File: config.mk
export PLATFORM = sky130hd
export DESIGN_NAME = mux_display_ctrl
export DESIGN_NICKNAME = d
export VERILOG_FILES = /design/src/rtl/disp_pkg.sv /design/src/rtl/hex_to_seg7.sv /design/src/rtl/mux_display_ctrl.sv
export SDC_FILE = /design/constraint.sdc
export NUM_CORES = 1
export LEC_CHECK = 0
export BUFFER_PORTS_ARGS = -buffer_cell sky130_fd_sc_hd__buf_2
export CAP_MARGIN = 30
export CORE_ASPECT_RATIO = 1.75
export CORE_UTILIZATION = 50
export DETAILED_ROUTE_END_ITERATION = 16
export PLACE_DENSITY = 0.73
export SYNTH_ARGS = -nofsm -noshare
export SYNTH_HDL_FRONTEND = slang
export SYNTH_SLANG_ARGS = --single-unit
File: constraint.sdc
create_clock -name clk -period 3.3 [get_ports clk]
set_input_delay 0.33 -clock clk [delete_from_list [all_inputs] [get_ports clk]]
set_output_delay 0.33 -clock clk [all_outputs]
set_load 0.03 [all_outputs]
File: src/rtl/disp_pkg.sv
// Shared seven-segment definitions for the multiplexed display controller:
// segment indices, the active-high hex glyph table and the pin polarity helper.
package disp_pkg;

  typedef enum int {
    SEG_A = 0,
    SEG_B = 1,
    SEG_C = 2,
    SEG_D = 3,
    SEG_E = 4,
    SEG_F = 5,
    SEG_G = 6
  } seg_idx_e;

  localparam logic [6:0] SEG_BLANK = 7'h00;

  // Glyphs are stored active-high with bit 0 = segment a, bit 6 = segment g.
  localparam logic [6:0] HEX_SEG [16] = '{
    7'h3F, 7'h06, 7'h5B, 7'h4F,
    7'h66, 7'h6D, 7'h7D, 7'h07,
    7'h7F, 7'h6F, 7'h77, 7'h7C,
    7'h39, 7'h5E, 7'h79, 7'h71
  };

  function automatic logic pol_bit(input logic on, input logic active_low);
    return on ^ active_low;
  endfunction

endpackage

File: src/rtl/hex_to_seg7.sv
// Combinational hex nibble to active-high seven-segment decoder.
module hex_to_seg7
  import disp_pkg::*;
(
  input  logic [3:0] hex,
  output logic [6:0] seg
);

  assign seg = HEX_SEG[hex];

endmodule

File: src/rtl/mux_display_ctrl.sv
// Time-multiplexed N-digit seven-segment scanner with PWM brightness, per-frame
// snapshots and a frame strobe. Define DISPCTL_LZB_EN for leading-zero blanking.
module mux_display_ctrl
  import disp_pkg::*;
#(
  parameter int NUM_DIGITS = 4,
  parameter int DIV_WIDTH  = 16,
  parameter int ACTIVE_LOW = 1
) (
  input  logic                    clk,
  input  logic                    reset,
  input  logic [4*NUM_DIGITS-1:0] digits,
  input  logic [NUM_DIGITS-1:0]   dp_in,
  input  logic [DIV_WIDTH-1:0]    div_load,
  input  logic [3:0]              brightness,
  output logic [6:0]              seg,
  output logic                    dp,
  output logic [NUM_DIGITS-1:0]   an,
  output logic                    frame_tick
);

  localparam int IDX_W = (NUM_DIGITS > 1) ? $clog2(NUM_DIGITS) : 1;
  localparam logic [IDX_W-1:0] LAST_IDX = IDX_W'(NUM_DIGITS - 1);
  localparam logic POL = (ACTIVE_LOW != 0);
  localparam logic OFF_LVL = pol_bit(1'b0, POL);
  localparam logic [NUM_DIGITS-1:0] AN_ONE = NUM_DIGITS'(1);

  logic [DIV_WIDTH-1:0]    cnt_r;
  logic [IDX_W-1:0]        idx_r;
  logic [3:0]              pwm_r;
  logic [4*NUM_DIGITS-1:0] snap_digits_r;
  logic [NUM_DIGITS-1:0]   snap_dp_r;
  logic                    load_pending_r;

  logic                    slot_tick_s;
  logic                    wrap_s;
  logic [4*NUM_DIGITS-1:0] src_digits_s;
  logic [NUM_DIGITS-1:0]   src_dp_s;
  logic [3:0]              digit_arr_s [NUM_DIGITS];
  logic [3:0]              cur_hex_s;
  logic [6:0]              dec_s;
  logic [NUM_DIGITS-1:0]   blank_s;
  logic [6:0]              seg_hi_s;
  logic                    an_on_s;
  logic [NUM_DIGITS-1:0]   an_hi_s;
  logic [6:0]              seg_pin_s;
  logic                    dp_pin_s;
  logic [NUM_DIGITS-1:0]   an_pin_s;
  logic                    frame_start_s;

  assign slot_tick_s = (cnt_r >= div_load);
  assign wrap_s      = slot_tick_s && (idx_r == LAST_IDX);

  // Until the first post-reset capture lands, show the live inputs so the very
  // first slot already displays the fresh sample instead of the cleared snapshot.
  assign src_digits_s = load_pending_r ? digits : snap_digits_r;
  assign src_dp_s     = load_pending_r ? dp_in  : snap_dp_r;

  for (genvar g = 0; g < NUM_DIGITS; g++) begin : g_split
    assign digit_arr_s[g] = src_digits_s[4*g +: 4];
  end

  assign cur_hex_s = digit_arr_s[idx_r];

  hex_to_seg7 u_dec (
    .hex (cur_hex_s),
    .seg (dec_s)
  );

`ifdef DISPCTL_LZB_EN
  logic zero_run_s;

  // Blank every digit above the most significant nonzero one unless its dp is lit.
  always_comb begin
    zero_run_s = 1'b1;
    blank_s    = '0;
    for (int i = NUM_DIGITS - 1; i >= 0; i--) begin
      zero_run_s = zero_run_s && (digit_arr_s[i] == 4'h0);
      blank_s[i] = zero_run_s && !src_dp_s[i];
    end
    blank_s[0] = 1'b0;
  end
`else
  assign blank_s = '0;
`endif

  assign seg_hi_s      = blank_s[idx_r] ? SEG_BLANK : dec_s;
  assign an_on_s       = (brightness == 4'd15) || (pwm_r < brightness);
  assign an_hi_s       = an_on_s ? (AN_ONE << idx_r) : '0;
  assign frame_start_s = (idx_r == '0) && (cnt_r == '0) && !load_pending_r;

  // Map the active-high next-state values onto the configured pin polarity.
  always_comb begin
    seg_pin_s = '0;
    an_pin_s  = '0;
    for (int i = 0; i < 7; i++) begin
      seg_pin_s[i] = pol_bit(seg_hi_s[i], POL);
    end
    dp_pin_s = pol_bit(src_dp_s[idx_r], POL);
    for (int i = 0; i < NUM_DIGITS; i++) begin
      an_pin_s[i] = pol_bit(an_hi_s[i], POL);
    end
  end

  // Prescaler, scan index, PWM, snapshot capture and registered pin drivers.
  always_ff @(posedge clk) begin
    if (reset) begin
      cnt_r          <= '0;
      idx_r          <= '0;
      pwm_r          <= 4'd0;
      snap_digits_r  <= '0;
      snap_dp_r      <= '0;
      load_pending_r <= 1'b1;
      seg            <= {7{OFF_LVL}};
      dp             <= OFF_LVL;
      an             <= {NUM_DIGITS{OFF_LVL}};
      frame_tick     <= 1'b0;
    end else begin
      cnt_r <= slot_tick_s ? '0 : cnt_r + DIV_WIDTH'(1);
      pwm_r <= slot_tick_s ? 4'd0 : pwm_r + 4'd1;
      if (slot_tick_s) begin
        idx_r <= wrap_s ? '0 : idx_r + IDX_W'(1);
      end else begin
        idx_r <= idx_r;
      end
      if (load_pending_r || wrap_s) begin
        snap_digits_r <= digits;
        snap_dp_r     <= dp_in;
      end else begin
        snap_digits_r <= snap_digits_r;
        snap_dp_r     <= snap_dp_r;
      end
      load_pending_r <= 1'b0;
      seg            <= seg_pin_s;
      dp             <= dp_pin_s;
      an             <= an_pin_s;
      frame_tick     <= frame_start_s;
    end
  end

endmodule

==> results of run 1 <==
==> per-layer routing <==
metal / vias up / wire [um] / global-route usage
met4: 0 / 141 / 0.0937
met3: 14 / 157 / 0.0302
met1: 1175 / 2370 / 0.222
met2: 47 / 3500 / 0.391
li1: 1289 / - / -
met5: - / 0 / 0
==> state kept, by name (all words and copies together), names as in the netlist <==
register	count
an	4
cnt_r	16
dp	1
frame_tick	1
idx_r	2
load_pending_r	1
pwm_r	4
seg	7
snap_digits_r	16
snap_dp_r	4
==> layout by cell type, fill, tap and decap left out, types with 2 or more instances in the layout <==
cell / count
clkbuf_8: 6
nor2_1: 31
nor3_1: 5
inv_1: 30
clkinv_1: 2
mux2i_1: 27
xor2_1: 6
ha_1: 31
o21a_1: 3
nand3_1: 8
a311o_1: 2
a21oi_1: 9
buf_2: 54
and4_1: 2
nor4_1: 3
buf_4: 9
nand2b_1: 4
mux4_2: 10
a21o_1: 2
xnor2_1: 10
dfxtp_1: 56
o211ai_1: 7
nand2_1: 58
nand4_1: 7
==> kinds of logic (layout without fill, tap and decap cells) <==
group,count (synthesis),in the layout,synth area share
compound gates,34,34,0.0785
xor+xnor,16,16,0.0446
fa+ha+maj,31,31,0.124
buf+inv,46,103,0.0614
flops,56,56,0.357
mux,37,37,0.158
simple gates,124,124,0.177
==> per-stage QoR <==
step	hold WS [ns]	instance area [um2]	total power, mW	setup slack [ns]
after floorplan	0.358	3140	0.900	0.868
after global placement	0.437	3500	0.967	0.632
after detailed placement	0.454	3500	0.974	0.524
after CTS	0.223	3600	1.36	0.583
after global routing	0.222	3600	1.42	0.496
final	0.239	3600	1.34	0.596
==> area by class of cell <==
cell class | instances | area share
Clock inverter | 1 | 0.00209
Clock buffer | 7 | 0.0240
Multi-Input combinational cell | 242 | 0.508
Tap cell | 78 | 0.0271
Timing Repair Buffer | 63 | 0.0939
Inverter | 32 | 0.0334
Sequential cell | 56 | 0.312
==> cell usage after synthesis, types with 7 or more instances <==
| master | number | share of area |
|---|---|---|
| ha_1 | 31 | 0.12 |
| a21oi_1 | 9 | 0.014 |
| dfxtp_1 | 56 | 0.36 |
| o211ai_1 | 7 | 0.017 |
| clkbuf_1 | 7 | 0.0084 |
| mux4_2 | 10 | 0.072 |
| xnor2_1 | 10 | 0.028 |
| nand2_1 | 58 | 0.069 |
| nand3_1 | 8 | 0.013 |
| mux2i_1 | 27 | 0.086 |
| nor2_1 | 31 | 0.037 |
| inv_1 | 30 | 0.036 |
| nand4_1 | 7 | 0.014 |
==> power breakdown <==
group          switching, mW  internal (mW)  total, mW
sequential            0.0182          0.708      0.726
clock                  0.217          0.171      0.388
combinational          0.125          0.104      0.229
==> worst paths after layout <==
check | startpoint | endpoint | cells after the start
worst max-delay path | cnt_r[13] | snap_digits_r[11] | 7
worst min-delay path | reset | load_pending_r | 1
worst max register to register | cnt_r[13] | snap_digits_r[11] | 7
worst min register to register | snap_digits_r[4] | snap_digits_r[4] | 2
==> critical path, stage by stage (launching register included) <==
cell and delay [ns]:
dfxtp_1 0.37, ha_1 0.32, nand4_2 0.14, or3_4 0.43, or4_1 0.66, a31o_1 0.27, buf_4 0.24, mux2i_1 0.15
==> impl_metrics.json, run 1 <==
{
  "fin_skew_ns": 0.0111,
  "dpl.cell_count": 471,
  "cts_hold_buf": 0,
  "instances_no_fill": 479,
  "clock_latency_ns": 0.31,
  "antenna_cells": 0,
  "seq_area_um2": 1120,
  "wl_per_cell_um": 12.9,
  "ys_seq_area_frac": 0.357,
  "setup_viol": 0,
  "cts_sinks": 56,
  "io-pin-count": 55,
  "ys_ff_latch": 56,
  "cts_buffer_depth": 2,
  "nets": 473,
  "grt_pass1_vias": 2493,
  "critical_path_class": "register to register",
  "die_w_um": 61.9,
  "num_rows": 37,
  "fillCellCount": 555,
  "ys_warn_count": 0,
  "arrival_ns": 2.89,
  "synthToLayoutAreaGrowth_pct": 14.5,
  "timing.fmax_ghz": 0.370,
  "ys_types": 42,
  "status": "complete, no violations",
  "grt.overflow.total": 0,
  "rsz0062_at_grt": "no",
  "synthCells": 344,
  "root_buffer": "clkbuf_8",
  "cp-end-kind": "register",
  "grt_max_degree": 29,
  "syn_area_per_cell_um2": 9.13,
  "grt_pass1_wl_um": 10600,
  "coreArea_um2": 5970,
  "synth-main-ff-cell": "dfxtp_1",
  "hpwl_um": 4810,
  "fin_crit_sh": 0.819,
  "antenna_found_initial": 0,
  "worst_pin_slew_ns": 0.685,
  "synth_edf_count": 0,
  "critPathRequiredTime_ns": 3.49,
  "cts.htree.levels": 2,
  "slew-limit-headroom": 0.540,
  "track_usage": 0.212,
  "syn-num-nets": 417,
  "drc": 0,
  "via_per_inst": 5.27,
  "start_util": 0.526,
  "drtIter0Drc": 146,
  "postCtsSetupBuffers": 0,
  "maxCapViolations": 0,
  "hold_viol_final": 0,
  "leakage_nw": 1.72,
  "place_congestion": 0.815,
  "die_h_um": 107,
  "multiInputGateArea_um2": 1830,
  "wl_um": 6170,
  "path_max_fanout": 20,
  "numCtsBuffers": 5,
  "r2r_setup_slack_ns": 0.60,
  "drv_slew": 0,
  "die_area_um2": 6610,
  "hp-class": "input port to register",
  "num_vias": 2525,
  "synthArstFlopShare": 0,
  "layout-drive-gt1-share": 0.204,
  "final.setup.tns_ns": 0,
  "ir_worst_vdd_mv": 0.311,
  "numPortBuffers": 54,
  "drtAntennaViolNets": 0,
  "synthesis.area_um2": 3140,
  "post-route-min-period_ns": 2.70,
  "first_pass_iters": 4,
  "crit_path_start_kind": "register",
  "cts_resized": 0,
  "utilization": 0.602,
  "cts_tree": "yes",
  "powerDensity_nw_per_um2": 373,
  "clkTransAtPathRegs_ns": 0.10
}
No activity file was read; power rests on OpenSTA's default activity.
==> run 2, diff against run 1 <==
Clock period 3.3 ns to 2.65 ns, I/O delays scaled along.
==> impl_metrics.json, run 2 (synthesized netlist as in run 1, its figures left out) <==
{
  "status": "complete, no violations",
  "hp-class": "input port to register",
  "hold_viol_final": 0,
  "io-pin-count": 55,
  "cts_resized": 0,
  "fin_crit_sh": 0.960,
  "maxCapViolations": 0,
  "leakage_nw": 1.76,
  "wl_per_cell_um": 13.2,
  "dpl-instance-area_um2": 3570,
  "drtAntennaViolNets": 0,
  "place_congestion": 0.756,
  "ir_worst_vdd_mv": 0.301,
  "dpl.cell_count": 476,
  "numCtsBuffers": 5,
  "finalInstanceArea_um2": 3680,
  "layout-drive-gt1-share": 0.217,
  "synthToLayoutAreaGrowth_pct": 17.1,
  "cts.htree.levels": 2,
  "rsz0062_at_grt": "no",
  "clkTransAtPathRegs_ns": 0.10,
  "final_common_cell": "nand2_1",
  "reg.largest.list": "cnt_r x16, snap_digits_r x16, seg x7",
  "setup_viol": 0,
  "powerDensity_nw_per_um2": 481,
  "instances_no_fill": 484,
  "critPathRequiredTime_ns": 2.90,
  "fin_skew_ns": 0.00605,
  "cts_hold_buf": 0,
  "cts_buffer_depth": 2,
  "timing.fmax_ghz": 0.393,
  "post-route-min-period_ns": 2.54,
  "final.setup.tns_ns": 0,
  "start_util": 0.526,
  "grt_max_degree": 41,
  "slew-limit-headroom": 0.618,
  "layout_common_cells": "58 x nand2_1, 56 x dfxtp_1, 54 x buf_2",
  "postCtsSetupBuffers": 0,
  "whs_ns": 0.151,
  "crit_chain": "ha_1 > nand4_2 > or3_4 > or4_1 > buf_4 > a311o_1 > a21oi_1",
  "hpwl_um": 4980,
  "cts_sinks": 56,
  "hold_depth": 1,
  "worst_r2r_path_depth": 7,
  "via_per_inst": 5.33,
  "drc": 0,
  "antenna_found_initial": 0,
  "grt.overflow.total": 0,
  "arrival_ns": 2.79,
  "drtIter0Drc": 79,
  "cp-end-kind": "register",
  "wl_um": 6400,
  "critical_path_class": "register to register",
  "die_h_um": 107,
  "slowest_delay_ns": 0.56,
  "worst_pin_slew_ns": 0.572,
  "cts_tree": "yes",
  "track_usage": 0.216,
  "coreArea_um2": 5970,
  "nets": 478,
  "grt_pass1_vias": 2461,
  "num_vias": 2580,
  "crit_path_start_kind": "register",
  "grt_pass1_wl_um": 10600,
  "numPortBuffers": 54,
  "root_buffer": "clkbuf_8",
  "path_max_fanout": 5,
  "die_w_um": 61.9,
  "drv_slew": 0,
  "antenna_cells": 0,
  "num_rows": 37,
  "crit_slowest_cell": "or4_1",
  "die_area_um2": 6610,
  "first_pass_iters": 4,
  "clock_latency_ns": 0.31
}
## run 2: metal layers
| layer | GRT usage | vias to the layer above | part of all wire |
|---|---|---|---|
| li1 | - | 1310 | - |
| met1 | 0.211 | 1218 | 0.37 |
| met2 | 0.416 | 42 | 0.58 |
| met3 | 0.0386 | 10 | 0.028 |
| met4 | 0.0810 | 0 | 0.020 |
| met5 | 0 | - | 0 |
## run 2: layout make-up
class,instances,area [um2]
Sequential cell,56,1120
Clock inverter,3,42.5
Clock buffer,5,68.8
Fill cell,541,2290
Tap cell,78,97.6
Multi-Input combinational cell,242,1830
Timing Repair Buffer,68,400
Inverter,32,120
## run 2: worst paths after layout
kind                startpoint                 to  slack (ns)
max                  cnt_r[15]           idx_r[1]        0.11
min reg2reg  snap_digits_r[10]  snap_digits_r[10]        0.46
min                      reset     load_pending_r        0.15
max reg2reg          cnt_r[15]           idx_r[1]        0.11
## run 2: report_power, final
part           internal, mW  total [mW]  leakage [nW]  switching (mW)
registers             0.882       0.906         0.459          0.0243
clock network         0.280       0.568        0.0541           0.288
logic                 0.138       0.296          1.25           0.158
total                  1.30        1.77          1.76           0.470
## run 2: critical path: cells and delay by family, from the launching register on
family | cells | cell delay, ns
AO/OA/AOI/OAI | 2 | 0.49
adder cells (fa/ha/maj) | 1 | 0.34
AND/OR/NAND/NOR | 3 | 1.12
flip-flops | 1 | 0.36
buffers and inverters | 1 | 0.17
## run 2: stage by stage
step | utilization | setup slack (ns) | power [mW]
2_1_floorplan | - | 0.250 | 1.12
3_3_place_gp | 0.597 | 0.189 | 1.21
6_report | 0.616 | 0.107 | 1.77
4_1_cts | 0.616 | 0.0965 | 1.79
3_5_place_dp | 0.597 | 0.130 | 1.22
5_1_grt | 0.616 | 0.00669 | 1.85
==> run 3, diff against run 2 <==
Settings changed: CORE_MARGIN from default to 4, CTS_CLUSTER_SIZE from default to 10.
==> impl_metrics.json, run 3 (synthesized netlist as in run 1, its figures left out) <==
{
  "slew-limit-headroom": 0.572,
  "clock_latency_ns": 0.30,
  "drtAntennaViolNets": 0,
  "crit_start": "cnt_r[12]",
  "clkTransAtPathRegs_ns": 0.10,
  "final_common_cell": "nand2_1",
  "cts.htree.levels": 2,
  "r2r_setup_slack_ns": 0.14,
  "num_vias": 2525,
  "whs_ns": 0.169,
  "post-route-min-period_ns": 2.51,
  "dpl.cell_count": 477,
  "maxCapViolations": 0,
  "hold_depth": 1,
  "rr_endpoint": "idx_r[0]",
  "min_from": "reset",
  "wl_met1_um": 2380,
  "critical_path_class": "register to register",
  "whs_endpoint": "load_pending_r",
  "coreArea_um2": 6130,
  "cts_sinks": 56,
  "crit_path_start_kind": "register",
  "timing.fmax_ghz": 0.398,
  "hp-class": "input port to register",
  "fin_skew_ns": 0.0103,
  "synthToLayoutAreaGrowth_pct": 17.6,
  "wl_met3_um": 231,
  "ir_worst_vdd_mv": 0.422,
  "layout_common_cells": "58 x nand2_1, 55 x dfxtp_1, 54 x buf_2",
  "antenna_found_initial": 0,
  "grt_max_degree": 31,
  "cp-end-kind": "register",
  "grt_pass1_vias": 2518,
  "grt_pass1_wl_um": 11000,
  "die_h_um": 113,
  "drc": 0,
  "reg2reg_from": "cnt_r[12]",
  "drv_slew": 0,
  "die_area_um2": 7660,
  "utilization": 0.602,
  "drtIter0Drc": 135,
  "numCtsBuffers": 5,
  "setup_viol": 0,
  "worst_r2r_path_depth": 7,
  "powerDensity_nw_per_um2": 457,
  "cts_buffer_depth": 2,
  "nets": 477,
  "via_per_inst": 5.21,
  "path_max_fanout": 5,
  "fin_crit_sh": 0.948,
  "rsz0062_at_grt": "no",
  "die_w_um": 67.9,
  "io-pin-count": 55,
  "reg.largest.list": "cnt_r x16, snap_digits_r x16, seg x7",
  "instances_no_fill": 485,
  "first_pass_iters": 4,
  "wl_um": 6340,
  "start_util": 0.512,
  "num_rows": 38,
  "place_congestion": 0.759,
  "track_usage": 0.184,
  "top_layer": "met4",
  "hpwl_um": 5050,
  "layout-drive-gt1-share": 0.217,
  "postCtsSetupBuffers": 0,
  "critPathRequiredTime_ns": 2.88,
  "status": "complete, no violations",
  "antenna_cells": 0,
  "hold_viol_final": 0,
  "numPortBuffers": 54,
  "routed-wl-met2_um": 3570,
  "final.setup.tns_ns": 0,
  "root_buffer": "clkbuf_8",
  "leakage_nw": 1.76,
  "grt.overflow.total": 0,
  "wl_per_cell_um": 13.1,
  "worst_pin_slew_ns": 0.626,
  "cts_tree": "yes",
  "arrival_ns": 2.74
}
-- run 3: changes by cell type in the layout (fill, tap and decap cells not counted) --
cell / delta
ha_1: -1
buf_12: +2
dfxtp_2: +1
clkinv_2: -1
clkbuf_8: +1
ha_4: +1
buf_4: -3
dfxtp_1: -1
clkbuf_1: +1
bufinv_16: -1
-- run 3: how the worst max path moves through the flow --
| stage | to |
|---|---|
| 2_1_floorplan | snap_digits_r[0] |
| 3_3_place_gp | idx_r[1] |
| 3_5_place_dp | idx_r[1] |
| 4_1_cts | idx_r[0] |
| 5_1_grt | idx_r[1] |
| 6_report | idx_r[0] |
-- run 3: final cells by class --
class / count / area, um2
clock inverter: 1 / 7.51
timing repair buffer: 67 / 418
sequential: 56 / 1120
clock buffer: 7 / 86.3
multi-input combinational: 242 / 1840
fill: 556 / 2440
inverter: 32 / 120
tap: 80 / 100
-- run 3: power breakdown --
part,total (mW),internal [mW],switching (mW)
clock network,0.482,0.213,0.269
logic,0.305,0.142,0.163
registers,0.902,0.881,0.0209
total,1.69,1.24,0.453
-- run 3: repair_timing --
| item | in CTS | in global routing |
|---|---|---|
| hold buffers | 0 | 0 |
| resized for setup | 0 | 2 |
| setup endpoints to repair | 0 | 2 |
-- run 3: per-stage QoR --
step | cell area (um2) | setup slack [ns] | total power, mW
after floorplan | 3140 | 0.250 | 1.12
after global placement | 3590 | 0.192 | 1.22
after detailed placement | 3590 | 0.136 | 1.23
after CTS | 3680 | 0.130 | 1.71
after global routing | 3690 | 0.0112 | 1.78
final | 3690 | 0.139 | 1.69
-- run 3: layer usage --
metal | vias up | global-route usage
met4 | 0 | 0.0651
met2 | 43 | 0.345
met1 | 1172 | 0.198
met3 | 11 | 0.0278
met5 | - | 0
li1 | 1299 | -
-- run 3: critical path, stage by stage (launching register included) --
cell     delay (ns)
dfxtp_1        0.37
ha_1           0.31
nand4_2        0.13
or3_4          0.42
or4_1          0.57
buf_4          0.18
a311o_1        0.34
a21oi_1        0.13
